--- src/rtl/mod_gen_pkg.sv ---
// Shared definitions for the bias-modulation generator: FSM encoding,
// mode constants and the signed add with saturate/wrap used for level+offset.
package mod_gen_pkg;

  // RUN states carry the output state index in bits [1:0]; IDLE reads as index 0.
  typedef enum logic [2:0] {
    ST_S0   = 3'd0,
    ST_S1   = 3'd1,
    ST_S2   = 3'd2,
    ST_S3   = 3'd3,
    ST_IDLE = 3'd4
  } mod_state_e;

  localparam logic MODE_2STATE = 1'b0;
  localparam logic MODE_4STATE = 1'b1;

  // Internal arithmetic width; any OUTPUT_BIT up to 62 fits with headroom.
  localparam int ADD_W = 64;

  typedef struct packed {
    logic                    sat;
    logic signed [ADD_W-1:0] val;
  } add_res_t;

  // Adds two already sign-extended operands and returns the result folded into
  // a w-bit signed range: clamped (flagging sat) or wrapped modulo 2^w.
  function automatic add_res_t add_sat(input logic signed [ADD_W-1:0] a,
                                       input logic signed [ADD_W-1:0] b,
                                       input int                      w,
                                       input bit                      sat_en);
    logic signed [ADD_W-1:0] sum;
    logic signed [ADD_W-1:0] max_v;
    logic signed [ADD_W-1:0] min_v;
    add_res_t                r;
    sum   = a + b;
    max_v = (64'sd1 <<< (w - 1)) - 64'sd1;
    min_v = -(64'sd1 <<< (w - 1));
    r.sat = 1'b0;
    r.val = sum;
    if (sat_en) begin
      if (sum > max_v) begin
        r.val = max_v;
        r.sat = 1'b1;
      end else if (sum < min_v) begin
        r.val = min_v;
        r.sat = 1'b1;
      end
    end else begin
      r.val = (sum <<< (ADD_W - w)) >>> (ADD_W - w);
    end
    return r;
  endfunction

endpackage

--- src/rtl/modulation_gen_v5_step_trig.sv ---
// Decimating step-trigger counter: fires on the first state entry after a
// clear and then on every (reload+1)-th entry. The pulse is registered so it
// lines up with the generator's state register.
module mod_step_trig #(
  parameter int CNT_BIT = 32
) (
  input  logic               clk,
  input  logic               rst_n,
  input  logic               clear_i,
  input  logic               entry_i,
  input  logic [CNT_BIT-1:0] reload_i,
  output logic               pulse_o
);

  logic [CNT_BIT-1:0] cnt_q, cnt_d;
  logic               pulse_q, pulse_d;

  // Count state entries; a zero count fires and reloads, otherwise count down.
  always_comb begin
    cnt_d   = cnt_q;
    pulse_d = 1'b0;
    if (clear_i) begin
      cnt_d = '0;
    end else if (entry_i) begin
      if (cnt_q == '0) begin
        pulse_d = 1'b1;
        cnt_d   = reload_i;
      end else begin
        cnt_d = cnt_q - CNT_BIT'(1);
      end
    end
  end

  // Counter and pulse registers.
  always_ff @(posedge clk or negedge rst_n) begin
    if (!rst_n) begin
      cnt_q   <= '0;
      pulse_q <= 1'b0;
    end else begin
      cnt_q   <= cnt_d;
      pulse_q <= pulse_d;
    end
  end

  assign pulse_o = pulse_q;

endmodule

--- src/rtl/modulation_gen_v5.sv ---
// Square/staircase bias-modulation generator (2-state or 4-state) with
// programmable dwell, per-channel offset and decimated step trigger.
// Configuration is captured into shadow registers only when a period starts.
// Build option: MODULATION_GEN_SAT_EN clamps level+offset and drives o_sat;
// without it the sum wraps and o_sat is 0.
// Handshake: none; i_en is a level enable sampled every clock, and all outputs
// are registered together with the state register.
module modulation_gen_v5
  import mod_gen_pkg::*;
#(
  parameter int OUTPUT_BIT = 16,
  parameter int CNT_BIT    = 32
) (
  input  logic                         i_clk,
  input  logic                         i_rst_n,
  input  logic                         i_en,
  input  logic                         i_mode,
  input  logic        [CNT_BIT-1:0]    i_freq_cnt,
  input  logic signed [OUTPUT_BIT-1:0] i_amp_0,
  input  logic signed [OUTPUT_BIT-1:0] i_amp_1,
  input  logic signed [OUTPUT_BIT-1:0] i_amp_2,
  input  logic signed [OUTPUT_BIT-1:0] i_amp_3,
  input  logic signed [OUTPUT_BIT-1:0] i_offset,
  input  logic        [CNT_BIT-1:0]    i_ramp_trig_cnt,
  output logic signed [OUTPUT_BIT-1:0] o_mod_out,
  output logic        [1:0]            o_state,
  output logic                         o_status,
  output logic                         o_stepTrig,
  output logic                         o_period_start,
  output logic                         o_sat
);

`ifdef MODULATION_GEN_SAT_EN
  localparam bit SatEn = 1'b1;
`else
  localparam bit SatEn = 1'b0;
`endif

  mod_state_e state_q, state_d;
  logic [CNT_BIT-1:0] dwell_q, dwell_d;

  // Shadow configuration, only replaced at a period start.
  logic                             sh_mode_q, sh_mode_d;
  logic [CNT_BIT-1:0]               sh_freq_q, sh_freq_d;
  logic [3:0][OUTPUT_BIT-1:0]       sh_amp_q, sh_amp_d;
  logic [OUTPUT_BIT-1:0]            sh_off_q, sh_off_d;
  logic [CNT_BIT-1:0]               sh_ramp_q, sh_ramp_d;

  logic [OUTPUT_BIT-1:0] mod_q, mod_d;
  logic                  ps_q, ps_d;
  logic                  sat_d;

  logic       entry;
  logic       load;
  logic       idle_d;
  mod_state_e last_st;
  logic signed [OUTPUT_BIT-1:0] level_d;
  logic signed [OUTPUT_BIT-1:0] off_s_d;
  add_res_t   sum_res;
  logic       unused_sum_bits;

  assign last_st = (sh_mode_q == MODE_4STATE) ? ST_S3 : ST_S1;

  // Next state, dwell count and shadow capture.
  always_comb begin
    state_d   = state_q;
    dwell_d   = dwell_q;
    sh_mode_d = sh_mode_q;
    sh_freq_d = sh_freq_q;
    sh_amp_d  = sh_amp_q;
    sh_off_d  = sh_off_q;
    sh_ramp_d = sh_ramp_q;
    entry     = 1'b0;
    load      = 1'b0;
    case (state_q)
      ST_IDLE: begin
        if (i_en) begin
          state_d = ST_S0;
          entry   = 1'b1;
          load    = 1'b1;
        end
      end
      ST_S0, ST_S1, ST_S2, ST_S3: begin
        if (!i_en) begin
          // Disable wins over any boundary; the period is abandoned.
          state_d = ST_IDLE;
          dwell_d = '0;
        end else if (dwell_q == '0) begin
          entry = 1'b1;
          if (state_q == last_st) begin
            state_d = ST_S0;
            load    = 1'b1;
          end else begin
            state_d = mod_state_e'(state_q + 3'd1);
          end
        end else begin
          dwell_d = dwell_q - CNT_BIT'(1);
        end
      end
      default: begin
        state_d = ST_IDLE;
        dwell_d = '0;
      end
    endcase
    if (load) begin
      sh_mode_d = i_mode;
      sh_freq_d = i_freq_cnt;
      sh_amp_d  = {i_amp_3, i_amp_2, i_amp_1, i_amp_0};
      sh_off_d  = i_offset;
      sh_ramp_d = i_ramp_trig_cnt;
    end
    // Freshly loaded shadows govern the dwell of the state being entered.
    if (entry) begin
      dwell_d = sh_freq_d;
    end
  end

  // Output values for the state being entered, computed from next-state
  // shadows so outputs and state register change on the same edge.
  always_comb begin
    idle_d  = (state_d == ST_IDLE);
    level_d = $signed(sh_amp_d[state_d[1:0]]);
    off_s_d = $signed(sh_off_d);
    sum_res = add_sat(ADD_W'(level_d), ADD_W'(off_s_d), OUTPUT_BIT, SatEn);
    mod_d   = '0;
    sat_d   = 1'b0;
    if (!idle_d) begin
      mod_d = sum_res.val[OUTPUT_BIT-1:0];
      sat_d = sum_res.sat;
    end
    ps_d = entry && (state_d == ST_S0);
  end

  assign unused_sum_bits = ^{sum_res.val[ADD_W-1:OUTPUT_BIT], sum_res.sat};

  // State, dwell, shadow and output registers.
  always_ff @(posedge i_clk or negedge i_rst_n) begin
    if (!i_rst_n) begin
      state_q   <= ST_IDLE;
      dwell_q   <= '0;
      sh_mode_q <= 1'b0;
      sh_freq_q <= '0;
      sh_amp_q  <= '0;
      sh_off_q  <= '0;
      sh_ramp_q <= '0;
      mod_q     <= '0;
      ps_q      <= 1'b0;
    end else begin
      state_q   <= state_d;
      dwell_q   <= dwell_d;
      sh_mode_q <= sh_mode_d;
      sh_freq_q <= sh_freq_d;
      sh_amp_q  <= sh_amp_d;
      sh_off_q  <= sh_off_d;
      sh_ramp_q <= sh_ramp_d;
      mod_q     <= mod_d;
      ps_q      <= ps_d;
    end
  end

`ifdef MODULATION_GEN_SAT_EN
  logic sat_q;

  // Saturation flag registered alongside the modulation output.
  always_ff @(posedge i_clk or negedge i_rst_n) begin
    if (!i_rst_n) begin
      sat_q <= 1'b0;
    end else begin
      sat_q <= sat_d;
    end
  end

  assign o_sat = sat_q;
`else
  logic unused_sat_d;
  assign unused_sat_d = sat_d;
  assign o_sat        = 1'b0;
`endif

  mod_step_trig #(
    .CNT_BIT (CNT_BIT)
  ) u_step_trig (
    .clk      (i_clk),
    .rst_n    (i_rst_n),
    .clear_i  (idle_d),
    .entry_i  (entry),
    .reload_i (sh_ramp_d),
    .pulse_o  (o_stepTrig)
  );

  assign o_mod_out      = mod_q;
  assign o_state        = state_q[1:0];
  assign o_status       = state_q[0];
  assign o_period_start = ps_q;

endmodule
--- config.mk ---
export PLATFORM = sky130hd
export DESIGN_NAME = modulation_gen_v5
export DESIGN_NICKNAME = d
export VERILOG_FILES = /design/src/rtl/mod_gen_pkg.sv /design/src/rtl/modulation_gen_v5_step_trig.sv /design/src/rtl/modulation_gen_v5.sv
export SDC_FILE = /design/constraint.sdc
export NUM_CORES = 1
export LEC_CHECK = 0
export CAP_MARGIN = 20
export CORE_ASPECT_RATIO = 1.4
export CORE_MARGIN = 2
export CORE_UTILIZATION = 40
export CTS_CLUSTER_SIZE = 20
export DETAILED_ROUTE_END_ITERATION = 10
export GPL_ROUTABILITY_DRIVEN = 0
export MAX_ROUTING_LAYER = met4
export RECOVER_POWER = 50
export SYNTH_ARGS = -nofsm -noshare
export SYNTH_HDL_FRONTEND = slang
export SYNTH_HIERARCHICAL = 1
export SYNTH_SLANG_ARGS = --single-unit
--- constraint.sdc ---
create_clock -name i_clk -period 5.81 [get_ports i_clk]
set_clock_uncertainty 0.1 [all_clocks]
set_input_delay 1.162 -clock i_clk [delete_from_list [all_inputs] [get_ports i_clk]]
set_output_delay 1.162 -clock i_clk [all_outputs]
set_load 0.01 [all_outputs]
; Word level (Yosys, flattened, before mapping)
; Cells that the tools add are included.
[word_totals]
ff_bits = 230
word_cells = 66
in_bits = 148
output_inout_bits = 22
[classes]
n_lt_le_gt_ge = 1
muxes = 31
n_reduce_logical = 8
addsub = 4
eq_ne = 8
[ops]
columns = cell, count
row1 = $mux 32, 8
row2 = $logic_not 32->1, 2
row3 = $mux 64, 1
row4 = $pmux 32 s2, 1
row5 = $sub 32x1->32 const B, 2
row6 = $mux 16, 3
row7 = $bmux 16 s2, 1
row8 = $add 16x16->16, 1
row9 = $mux 3, 4
row10 = $mux 1, 9
row11 = $eq 3x2->1 const B, 2
row12 = $eq 3x3->1 const B, 2
row13 = $logic_not 3->1, 2
row14 = $pmux 3 s2, 1
row15 = $ne 4x4->1 const B, 1
row16 = $pmux 1 s2, 2
row17 = $reduce_or 4->1, 1
row18 = $add 3x1->3 const B, 1
row19 = $eq 3x1->1 const B, 1
row20 = $eq 3x2->1, 1
row21 = $lt 2x3->1 const B, 1
row22 = $mux 2, 1
row23 = $ne 2x2->1 const B, 1
row24 = $reduce_and 2->1, 1
row25 = 2 further kinds, 2

; Depth between registers and ports, before layout
; Gate-level depths: netlist of run 1.
[depth]
ltp_word = 11
depth_mapped = 24
depth_no_buf = 22

; Hierarchy
; The synthesis of run 1 kept the hierarchy.
[modules_own_cells]
columns = module, area_per_inst_um2, seq_area_each_um2, cells_each, instances
row1 = modulation_gen_v5, 9352.7, 4931.0, 803, 1
row2 = mod_step_trig, 2508.7, 825.8, 285, 1

; Least setup slack after synthesis of run 1
; Ideal clock, no wire load.
[synth_timing]
path_kind = in2reg
start = in i_en
end = reg mod_q[15], in the netlist o_mod_out[15]
stages = 19
slack_ps = 419
setup_ps = 127
t_required_ps = 5583
path_buffers = 4
arrival_time_ps = 5164
path_cell_list = and2_1 > a31oi_1 > a2bb2oi_1 > o21a_1 > buf_2 > buf_2 > buf_2 > buf_2 > mux2_1 > ha_1 > nand3_1 > o221ai_1 > o31ai_1 > o21ai_0 > nand2_1 > a221oi_1 > a31oi_1 > nor2b_1 > mux2_1
[synth_via]
word_cells_on_any_way = 13
classes_between = add/sub (1) / eq/ne (1) / mux (11)
[synth_rtl]
columns = element, line
row1 = from (decl), modulation_gen_v5.sv:16  ; input logic i_en,
row2 = "$mux 1, on equally long branches", "modulation_gen_v5.sv:84, modulation_gen_v5.sv:77"
row3 = $pmux 1 s2 *, modulation_gen_v5.sv:75  ; case (state_q)
row4 = $mux 16 *, modulation_gen_v5.sv:105  ; if (load) begin
row5 = named net off_s_d[2], modulation_gen_v5.sv:58  ; logic signed [OUTPUT_BIT-1:0] off_s_d;
row6 = $add 16x16->16 *, mod_gen_pkg.sv:35  ; sum = a + b;
row7 = $mux 16 *, modulation_gen_v5.sv:127  ; if (!idle_d) begin
row8 = named net mod_d[15], modulation_gen_v5.sv:49  ; logic [OUTPUT_BIT-1:0] mod_q, mod_d;
row9 = to (signal assigned), modulation_gen_v5.sv:156  ; mod_q <= mod_d;
row10 = to (decl), modulation_gen_v5.sv:49
; The timed path passes the listed nets; every way through them passes the cells marked *. The select of a mux whose other input is x is not followed.
; A chain may end at the register's enable or synchronous reset.

; Final worst setup path of run 1
[layout_timing]
start = reg dwell_q[24]
end = reg mod_q[15], in the netlist o_mod_out[15]
[layout_via]
elab_chain_cells = 9
word_cells_on_any_way = 14
classes_between = add/sub (1) / eq/ne (1) / mux (11) / reduce/logical (1)
[layout_rtl]
columns = element, line
row1 = from (decl), modulation_gen_v5.sv:40  ; logic [CNT_BIT-1:0] dwell_q, dwell_d;
row2 = from (signal assigned), modulation_gen_v5.sv:150  ; dwell_q <= dwell_d;
row3 = $logic_not 32->1 *, modulation_gen_v5.sv:88  ; end else if (dwell_q == '0) begin
row4 = $mux 1, modulation_gen_v5.sv:88
row5 = $mux 1, modulation_gen_v5.sv:84  ; if (!i_en) begin
row6 = $pmux 1 s2, modulation_gen_v5.sv:75
row7 = $mux 64, modulation_gen_v5.sv:105
row8 = $bmux 16 s2, modulation_gen_v5.sv:122  ; level_d = $signed(sh_amp_d[state_d[1:0]]);
row9 = $mux 16 (not written as such), modulation_gen_v5.sv:122
row10 = $add 16x16->16, mod_gen_pkg.sv:35
row11 = $mux 16 *, modulation_gen_v5.sv:127
row12 = named net mod_d[15], modulation_gen_v5.sv:49
; Marked as above.

==> results_dict.tcl, run 1 <==
set metrics [dict create \
    vias_per_cell 5.40 \
    cp.depth 19 \
    dieArea_mm2 0.0311 \
    grt_start_max_net_pins 135 \
    vias 8941 \
    cts_root_buf "clkbuf_16" \
    die_x_um 150 \
    cp.arrival_ns 5.79 \
    ant_nets 0 \
    maxSlewViolCount 233 \
    holdWs_ns 0.362 \
    synth_area_mm2 0.0119 \
    yosysTopAreaCell "dfrtp_1" \
    core_area_mm2 0.0292 \
    netlist_instances 1088 \
    cts_tree "built" \
    placementRows 74 \
    cpMaxStageDelayCell "or4_4" \
    post_drt_wl_per_cell_um 19.2 \
    cts_sinks 230 \
    final_nets 1433 \
    timing.max_cap.violations 2 \
    critical-path-top-delay-family "simple AND/OR/NAND/NOR gates" \
    min_from "sh_amp_q[47]" \
    cp-start-kind "flip-flop" \
    tightest_slew_ns 2.39 \
    cpPeakStageDelay_ns 0.57 \
    tritoncts.num_buffers 25 \
    wirelength_um 31800 \
    mostFrequentLayoutCells "229 x dfrtp_1, 158 x clkdlybuf4s50_1, 104 x mux2_1" \
    clk_latency_ns 0.52 \
    grt_first_pass_wirelength_um 50500 \
    antenna_found_initial 1 \
    synth_seq_cells 230 \
    initial_core_util_pct 40.7 \
    p_per_area_mw_per_mm2 474 \
    hold_depth 2 \
    syn_area_per_cell_um2 10.9 \
    drc 0 \
    cp-end-kind "flip-flop" \
    post-dp-hpwl_um 22900 \
    io_buffer_count 168 \
    path_class "reg2reg" \
    violations "max-capacitance violations, max-slew violations" \
    synth-edff-count 0 \
    grt_use_total_pct 21.1 \
    clk_pin_slew_worst_paths_ns 0.06 \
    final_common_cell "dfrtp_1" \
    grt_pass1_vias 9310 \
    detail_route.first_pass.iterations 4 \
    ys_async_sr_fraction_pct 100 \
    overflow 0 \
    drive_above_1_share_pct 11.5 \
    cp.buffers_inverters 1 \
    die_h_um 208 \
    ys_types 73 \
    rsz0062_at_grt "false" \
    cp-startpoint "dwell_q[24]" \
    worstPathCellList "or4_4 -> or3_4 -> or4_1 -> nor2_1 -> mux2i_4 -> buf_4 -> nor2_1 -> nor2_1 -> mux2_2 -> ha_1 -> a21oi_1 -> o221ai_1 -> o31ai_1 -> o21ai_0 -> nand2_1 -> a221oi_1 -> a31oi_1 -> nor2b_1 -> mux2_1" \
    final.min_clock_period_ns 5.50 \
    synth_top_area_share_pct 48.3 \
    fin_crit_sh_pct 94.7 \
    place_inst 1607 \
    vdd_drop_max_uv 305 \
    fmax_mhz 182 \
    rr_startpoint "dwell_q[24]" \
    syn2layout_area_growth_pct 24.9 \
    fill_cells 2652 \
    drtIter0Drc 338 \
    clockBufferDepth 3 \
    final_util_pct 50.8 \
    yosys_warnings 6 \
    cellLeakagePower_nw 6.42 \
    ios 170 \
    finalNonFillerCells 1656 \
    worst-endpoint-required_ns 6.10 \
    htreeDepth 1 \
    finalHoldViolations 0 \
    critPathMostFrequentCell "nor2_1" \
    yosys-top-cells-area "dfrtp_1 48%, mux2_1 9.9%, mux2_2 3.7%" \
    seq_area_frac_synth_pct 48.5 \
    hold_class "reg2reg" \
    syn_nets 1264 \
    status "finished, violations left" \
    maxSlewHeadroom_pct -59.4 \
    ys.flop_type "dfrtp_1" \
    setup_viol 0 \
    critPathMaxFanout 20 \
    ff2ff_path_depth 19 \
]
routing by layer:
| metal | share of wire [%] | global-route usage, % |
|---|---|---|
| met1 | 42 | 25.3 |
| met2 | 52 | 37.3 |
| met3 | 3.4 | 2.20 |
| met4 | 2.6 | 5.85 |
| met5 | 0 | - |
metrics by stage:
stage / instance area, um^2 / setup slack [ns] / power [mW] / setup TNS (ns)
2_1_floorplan: 11900 / 0.419 / 4.55 / 0
3_3_place_gp: 14000 / 0.0643 / 5.41 / 0
3_5_place_dp: 14000 / -0.0764 / 5.45 / -0.0764
4_1_cts: 14800 / 0.169 / 7.08 / 0
5_1_grt: 14800 / 0.0135 / 7.52 / 0
6_report: 14800 / 0.310 / 7.03 / 0
worst register-to-register path: stages, from the launching register on:
cell,delay (ns)
dfrtp_1,0.44
or4_4,0.57
or3_4,0.38
or4_1,0.52
nor2_1,0.31
mux2i_4,0.12
buf_4,0.26
nor2_1,0.13
nor2_1,0.06
mux2_2,0.28
ha_1,0.27
a21oi_1,0.09
o221ai_1,0.32
o31ai_1,0.17
o21ai_0,0.25
nand2_1,0.11
a221oi_1,0.37
a31oi_1,0.16
nor2b_1,0.16
mux2_1,0.31
registers in the layout (all words and copies together), names as in the netlist:
name and count:
dwell_q 32, o_mod_out 16, o_period_start 1, sh_amp_q 64, sh_freq_q 32, sh_mode_q 1
sh_off_q 16, sh_ramp_q 32, state_q 3, u_step_trig/cnt_q 32, u_step_trig/pulse_o 1
cell families after synthesis:
kind of cell / Yosys count / synth area share, %
multiplexers: 182 / 16.9
flip-flops: 230 / 48.5
AO/OA/AOI/OAI: 203 / 11.8
other: 1 / 0.0316
XOR/XNOR: 14 / 1.03
buffers and inverters: 86 / 3.36
AND/OR/NAND/NOR: 344 / 15.3
adder cells (fa/ha/maj): 28 / 3.02
where the power goes:
group          internal [mW]  switching (mW)
sequential              1.99           0.275
combinational           1.35            1.83
clock                  0.928           0.654
path summary, 6_finish.rpt:
path	slack, ns	to
worst max-delay path	0.31	o_mod_out[15]
worst min-delay path	0.36	sh_amp_q[47]
worst max register to register	0.31	o_mod_out[15]
worst min register to register	0.36	sh_amp_q[47]
max in group asynchronous	1.30	sh_amp_q[14]
min in group asynchronous	1.24	sh_freq_q[23]
cell usage after synthesis, drive strengths merged, types with 6 or more instances:
master   count
dfrtp      229
mux2       144
nor2        92
nand2       72
o21ai       55
nor3        51
mux2i       38
buf         31
clkbuf      30
a21oi       29
ha          27
inv         25
nor4        25
nor2b       20
or4         19
o21bai      16
a22oi       15
nand3       13
nand4       12
o2bb2ai     12
o31ai       11
or3         10
a31oi        8
nand2b       8
xnor2        8
a2bb2oi      7
o211ai       7
a221o        6
xor2         6
final cells by class:
type / count / area, um^2 / area share, %
Clock inverter: 13 / 120 / 0.811
Clock buffer: 32 / 692 / 4.67
Inverter: 25 / 95.1 / 0.642
Sequential cell: 230 / 5760 / 38.9
Timing Repair Buffer: 203 / 1940 / 13.1
Multi-Input combinational cell: 772 / 5730 / 38.7
Tap cell: 380 / 475 / 3.21
Antenna cell: 1 / 2.50 / 0.0169
timing repair:
action,in CTS,in global routing
endpoints found under the setup margin,0,3
hold buffers,0,0
gates resized for setup,0,3
buffers inserted,0,3
Power figures use the tool's default switching activity.
==> run 2: changes to the inputs <==
CELL_PAD_IN_SITES_DETAIL_PLACEMENT = 1   (was default)
CELL_PAD_IN_SITES_GLOBAL_PLACEMENT = 2   (was default)
CORE_UTILIZATION = 36   (was 40)
PLACE_DENSITY_LB_ADDON = 0.1   (was default)
==> run 2 against run 1 <==
Net effect: the run still ends with max-capacitance violations, max-slew violations left; setup slack improved by 0.10 ns; critical path depth fell by 1; sequential share of layout area fell by 0.62 points; die area rose by 11%; total power rose by 3.0%; largest power group unchanged; critical endpoint unchanged; sequential power barely moved; highest routed layer unchanged; non-clock buffer count rose by 4; register-to-register slack improved by 0.10 ns; clock power rose by 8%.
==> results_dict.tcl, run 2 (synthesis results as in run 1) <==
set metrics [dict create \
    cts_tree "built" \
    clk_pin_slew_worst_paths_ns 0.06 \
    hold_class "reg2reg" \
    io_buffer_count 168 \
    cts_root_buf "clkbuf_16" \
    power_mw 7.24 \
    cp-end-kind "flip-flop" \
    setup_viol 0 \
    die_h_um 219 \
    tritoncts.num_buffers 26 \
    cp.arrival_ns 5.72 \
    final.min_clock_period_ns 5.40 \
    path_class "reg2reg" \
    cp-start-kind "flip-flop" \
    vdd_drop_max_uv 307 \
    grt_pass1_vias 9759 \
    rsz0062_at_grt "false" \
    fin_crit_sh_pct 92.9 \
    violations "max-capacitance violations, max-slew violations" \
    postCtsHoldBufs 0 \
    clk_latency_ns 0.56 \
    final_nets 1438 \
    maxSlewViolCount 233 \
    drive_above_1_share_pct 12.1 \
    holdWs_ns 0.364 \
    vias 9159 \
    core_area_mm2 0.0324 \
    timing.max_cap.violations 2 \
    drc 0 \
    dieArea_mm2 0.0344 \
    htreeDepth 1 \
    vias_per_cell 5.31 \
    p_per_area_mw_per_mm2 481 \
    largest_register "sh_amp_q" \
    grt_first_pass_wirelength_um 56300 \
    maxSlewHeadroom_pct -86.4 \
    syn2layout_area_growth_pct 26.9 \
    final_common_cell "dfrtp_1" \
    grt_use_total_pct 21.6 \
    reg2reg_slack_ns 0.41 \
    ios 170 \
    cellLeakagePower_nw 6.48 \
    placed_area_mm2 0.0141 \
    grt_start_max_net_pins 123 \
    overflow 0 \
    multiInputGateArea_mm2 0.00575 \
    largest_reg_flops 64 \
    antenna_found_initial 2 \
    detail_route.first_pass.iterations 4 \
    tightest_slew_ns 2.80 \
    wirelength_um 35300 \
    die_x_um 157 \
    clockBufferDepth 3 \
    drtIter0Drc 367 \
    finalHoldViolations 0 \
    post-dp-hpwl_um 25100 \
    mostFrequentLayoutCells "229 x dfrtp_1, 158 x clkdlybuf4s50_1, 104 x mux2_1" \
    cts_sinks 230 \
    fill_cells 3521 \
    status "finished, violations left" \
    fin_area_mm2 0.0151 \
    ant_nets 0 \
    ff_latch_area_mm2 0.00576 \
    post_cts_buffers 0 \
    final_util_pct 46.5 \
    fmax_mhz 185 \
    worst-endpoint-required_ns 6.13 \
    post_drt_wl_per_cell_um 20.5 \
    placementRows 78 \
    initial_core_util_pct 36.6 \
    critPathMaxFanout 18 \
]
==> run 2: repair_timing <==
item	in CTS	in global routing
setup endpoints to repair	0	5
hold endpoints to repair	0	0
resized for setup	0	6
==> run 2: per-stage QoR <==
step / cells / setup slack (ns) / TNS, ns
CTS: 1721 / 0.184 / 0
detailed placement: 1673 / -0.165 / -0.431
floorplan: 1088 / 0.419 / 0
global route: 1724 / 0.0746 / 0
global placement: 1673 / -0.0775 / -0.139
finish: 1724 / 0.412 / 0
==> run 2: critical path: stages (launching register included) <==
cell and delay, ns:
dfrtp_1 0.44, or4_4 0.57, or3_4 0.39, or4_4 0.54, o21a_4 0.32, buf_12 0.17, buf_4 0.21, buf_4 0.23
mux2_1 0.35, nor2_1 0.10, nor3_1 0.06, o21bai_1 0.22, ha_1 0.40, a21o_1 0.16, nor3_1 0.05, a221oi_1 0.36
a31oi_1 0.15, nor2b_1 0.15, mux2_1 0.30
==> run 2: power breakdown <==
group          total [mW]  internal [mW]  switching (mW)  leakage, nW
clock                1.70           1.00           0.692        0.424
sequential           2.27           1.99           0.281         2.83
combinational        3.27           1.38            1.90         3.23
total                7.24           4.37            2.87         6.48
==> run 2: worst paths after layout <==
kind,startpoint,endpoint,cells past startpoint
min in group asynchronous,i_rst_n,sh_freq_q[11],1
worst min-delay path,sh_amp_q[31],sh_amp_q[31],2
worst max register to register,dwell_q[24],o_mod_out[15],18
max in group asynchronous,i_rst_n,o_mod_out[8],2
worst min register to register,sh_amp_q[31],sh_amp_q[31],2
worst max-delay path,dwell_q[24],o_mod_out[15],18
==> run 2: layout make-up <==
cell class                      count  area share [%]
Antenna cell                        2          0.0332
Clock inverter                     10           0.740
Sequential cell                   230            38.2
Tap cell                          440            3.66
Inverter                           25           0.632
Clock buffer                       38            5.09
Multi-Input combinational cell    772            38.2
Timing Repair Buffer              207            13.4
==> run 2: metal layers <==
layer / vias to the layer above / share of wire [%] / track usage [%] / wire (um)
met3: 31 / 3.3 / 2.88 / 1160
met4: 0 / 1.4 / 4.70 / 500
met1: 4656 / 43 / 26.7 / 15200
met2: 152 / 52 / 37.7 / 18500
met5: - / 0 / - / 0
li1: 4320 / - / - / -
==> run 3: changes to the inputs <==
PLACE_DENSITY = 0.88   (was default)
PLACE_DENSITY_LB_ADDON = default   (was 0.1)
==> run 3 against run 2 <==
Net effect: the flow still finishes with violations (max-capacitance violations, max-slew violations); combinational power hardly changed; largest cell class unchanged; flip-flop and latch count unchanged; die area did not move; routed wire length shrank 0.80%; global-route usage down 0.65 points; register-to-register slack worse by 0.05 ns; largest power group unchanged; highest routed layer unchanged; total power increased by 1.6%.
==> results_dict.tcl, run 3 (synthesis results as in run 1) <==
set metrics [dict create \
    placementRows 78 \
    final_common_cell "dfrtp_1" \
    post-dp-hpwl_um 25100 \
    ff2ff_path_depth 18 \
    core_area_mm2 0.0324 \
    p_int_mw 4.49 \
    io_buffer_count 168 \
    drtIter0Drc 351 \
    status "finished, violations left" \
    mostFrequentLayoutCells "229 x dfrtp_1, 158 x clkdlybuf4s50_1, 104 x mux2_1" \
    ant_nets 0 \
    clk_pin_slew_worst_paths_ns 0.06 \
    cp.arrival_ns 5.76 \
    met3_usage_pct 2.11 \
    vias 9251 \
    grt_first_pass_wirelength_um 55500 \
    cts_root_buf "clkbuf_16" \
    maxSlewHeadroom_pct -94.8 \
    finalHoldViolations 0 \
    final_nets 1431 \
    min_from "sh_amp_q[31]" \
    die_h_um 219 \
    clk_latency_ns 0.53 \
    post_drt_wl_per_cell_um 20.4 \
    detail_route.first_pass.iterations 4 \
    critPathMaxFanout 26 \
    clockBufferDepth 3 \
    vias_per_cell 5.39 \
    cp-end-kind "flip-flop" \
    initial_core_util_pct 36.6 \
    fmax_mhz 183 \
    worst-endpoint-required_ns 6.12 \
    largest_register "sh_amp_q" \
    p_per_area_mw_per_mm2 490 \
    hold_class "reg2reg" \
    grt_use_met2_pct 37.7 \
    busiest_layer "met2" \
    whs_endpoint "sh_amp_q[31]" \
    worstPathCellList "or4_4 -> or3_4 -> or4_4 -> o21a_4 -> mux2_1 -> nor2_1 -> nor3_1 -> o21bai_1 -> ha_1 -> nand3_1 -> o221ai_1 -> o31ai_1 -> o21ai_1 -> nand2_1 -> a221oi_1 -> a31oi_1 -> nor2b_1 -> mux2_1" \
    antenna_found_initial 4 \
    cp.buffers_inverters 0 \
    cpPeakStageDelay_ns 0.58 \
    htreeDepth 1 \
    ios 170 \
    hold_depth 2 \
    tritoncts.num_buffers 25 \
    postCtsHoldBufs 0 \
    rsz0062_at_grt "false" \
    p_seq_share_pct 31.0 \
    grt_start_max_net_pins 119 \
    final.min_clock_period_ns 5.45 \
    reg2reg_to "o_mod_out[15]" \
    cp.depth 18 \
    die_x_um 157 \
    largest_reg_flops 64 \
    overflow 0 \
    p_sw_mw 2.86 \
    syn2layout_area_growth_pct 26.5 \
    p_sw_share_pct 38.9 \
    drc 0 \
    drive_above_1_share_pct 11.6 \
    cts_tree "built" \
    final_util_pct 46.3 \
    rr_startpoint "dwell_q[24]" \
    p_clk_share_pct 24.7 \
    wirelength_um 35000 \
    critical-path-top-delay-family "simple AND/OR/NAND/NOR gates" \
    p_comb_share_pct 44.3 \
    power_mw 7.35 \
    cpMaxStageDelayCell "or4_4" \
    reg2reg_slack_ns 0.36 \
    timing.max_cap.violations 2 \
    dieArea_mm2 0.0344 \
    tightest_slew_ns 2.92 \
    path_class "reg2reg" \
    grt_use_total_pct 21.0 \
    violations "max-capacitance violations, max-slew violations" \
    cellLeakagePower_nw 6.48 \
    fin_crit_sh_pct 93.9 \
    grt_use_met1_pct 24.5 \
    grt_pass1_vias 10100 \
    maxSlewViolCount 233 \
    cp-start-kind "flip-flop" \
    setup_viol 0 \
    vdd_drop_max_uv 321 \
    cts_sinks 230 \
]
[run 3: how the worst max path moves through the flow]
stage	start	to
3_5_place_dp	i_en	o_mod_out[12]
5_1_grt	dwell_q[24]	o_mod_out[15]
3_3_place_gp	i_en	o_mod_out[14]
6_report	dwell_q[24]	o_mod_out[15]
2_1_floorplan	i_en	o_mod_out[15]
4_1_cts	dwell_q[24]	o_mod_out[15]
[run 3: through the flow]
stage	std cells	area (um^2)	TNS [ns]	setup WS [ns]	hold WS [ns]
global placement	1668	14100	0	0.0660	0.345
floorplan	1088	11900	0	0.419	0.331
global route	1717	15000	0	0.0403	0.410
finish	1717	15000	0	0.357	0.374
detailed placement	1668	14100	-0.326	-0.114	0.358
CTS	1713	15000	0	0.273	0.371
[run 3: per-layer routing]
metal  routed length [um]  vias to the layer above  part of all wire (%)
met4                  779                        0                   2.2
met2                18800                      161                    54
met5                    0                        -                     0
met1                14400                     4735                    41
li1                     -                     4311                     -
met3                 1070                       44                   3.1
[run 3: area by class of cell]
class	count	area, um^2
Antenna cell	4	10.0
Clock buffer	29	671
Clock inverter	16	262
Fill cell	3531	17400
Inverter	25	93.8
Multi-Input combinational cell	772	5730
Sequential cell	230	5760
Tap cell	440	551
Timing Repair Buffer	201	1940
[run 3: repair_timing]
action	in CTS	in global routing
setup buffers	0	0
setup endpoints to repair	0	2
gates resized for setup	0	2
endpoints found under the hold margin	0	0
[run 3: tightest hold or removal path: cells and delay by family (launching register included)]
family	cells	cell delay, ns
simple gates	2	0.11
flops	1	0.32
[run 3: power by group through the flow]
stage	clock, mW	sequential (mW)	combinational (mW)
2_1_floorplan	0	2.21	2.34
3_3_place_gp	0	2.28	3.18
3_5_place_dp	0	2.30	3.25
4_1_cts	1.87	2.28	3.28
5_1_grt	1.92	2.33	3.59
6_report	1.82	2.28	3.26
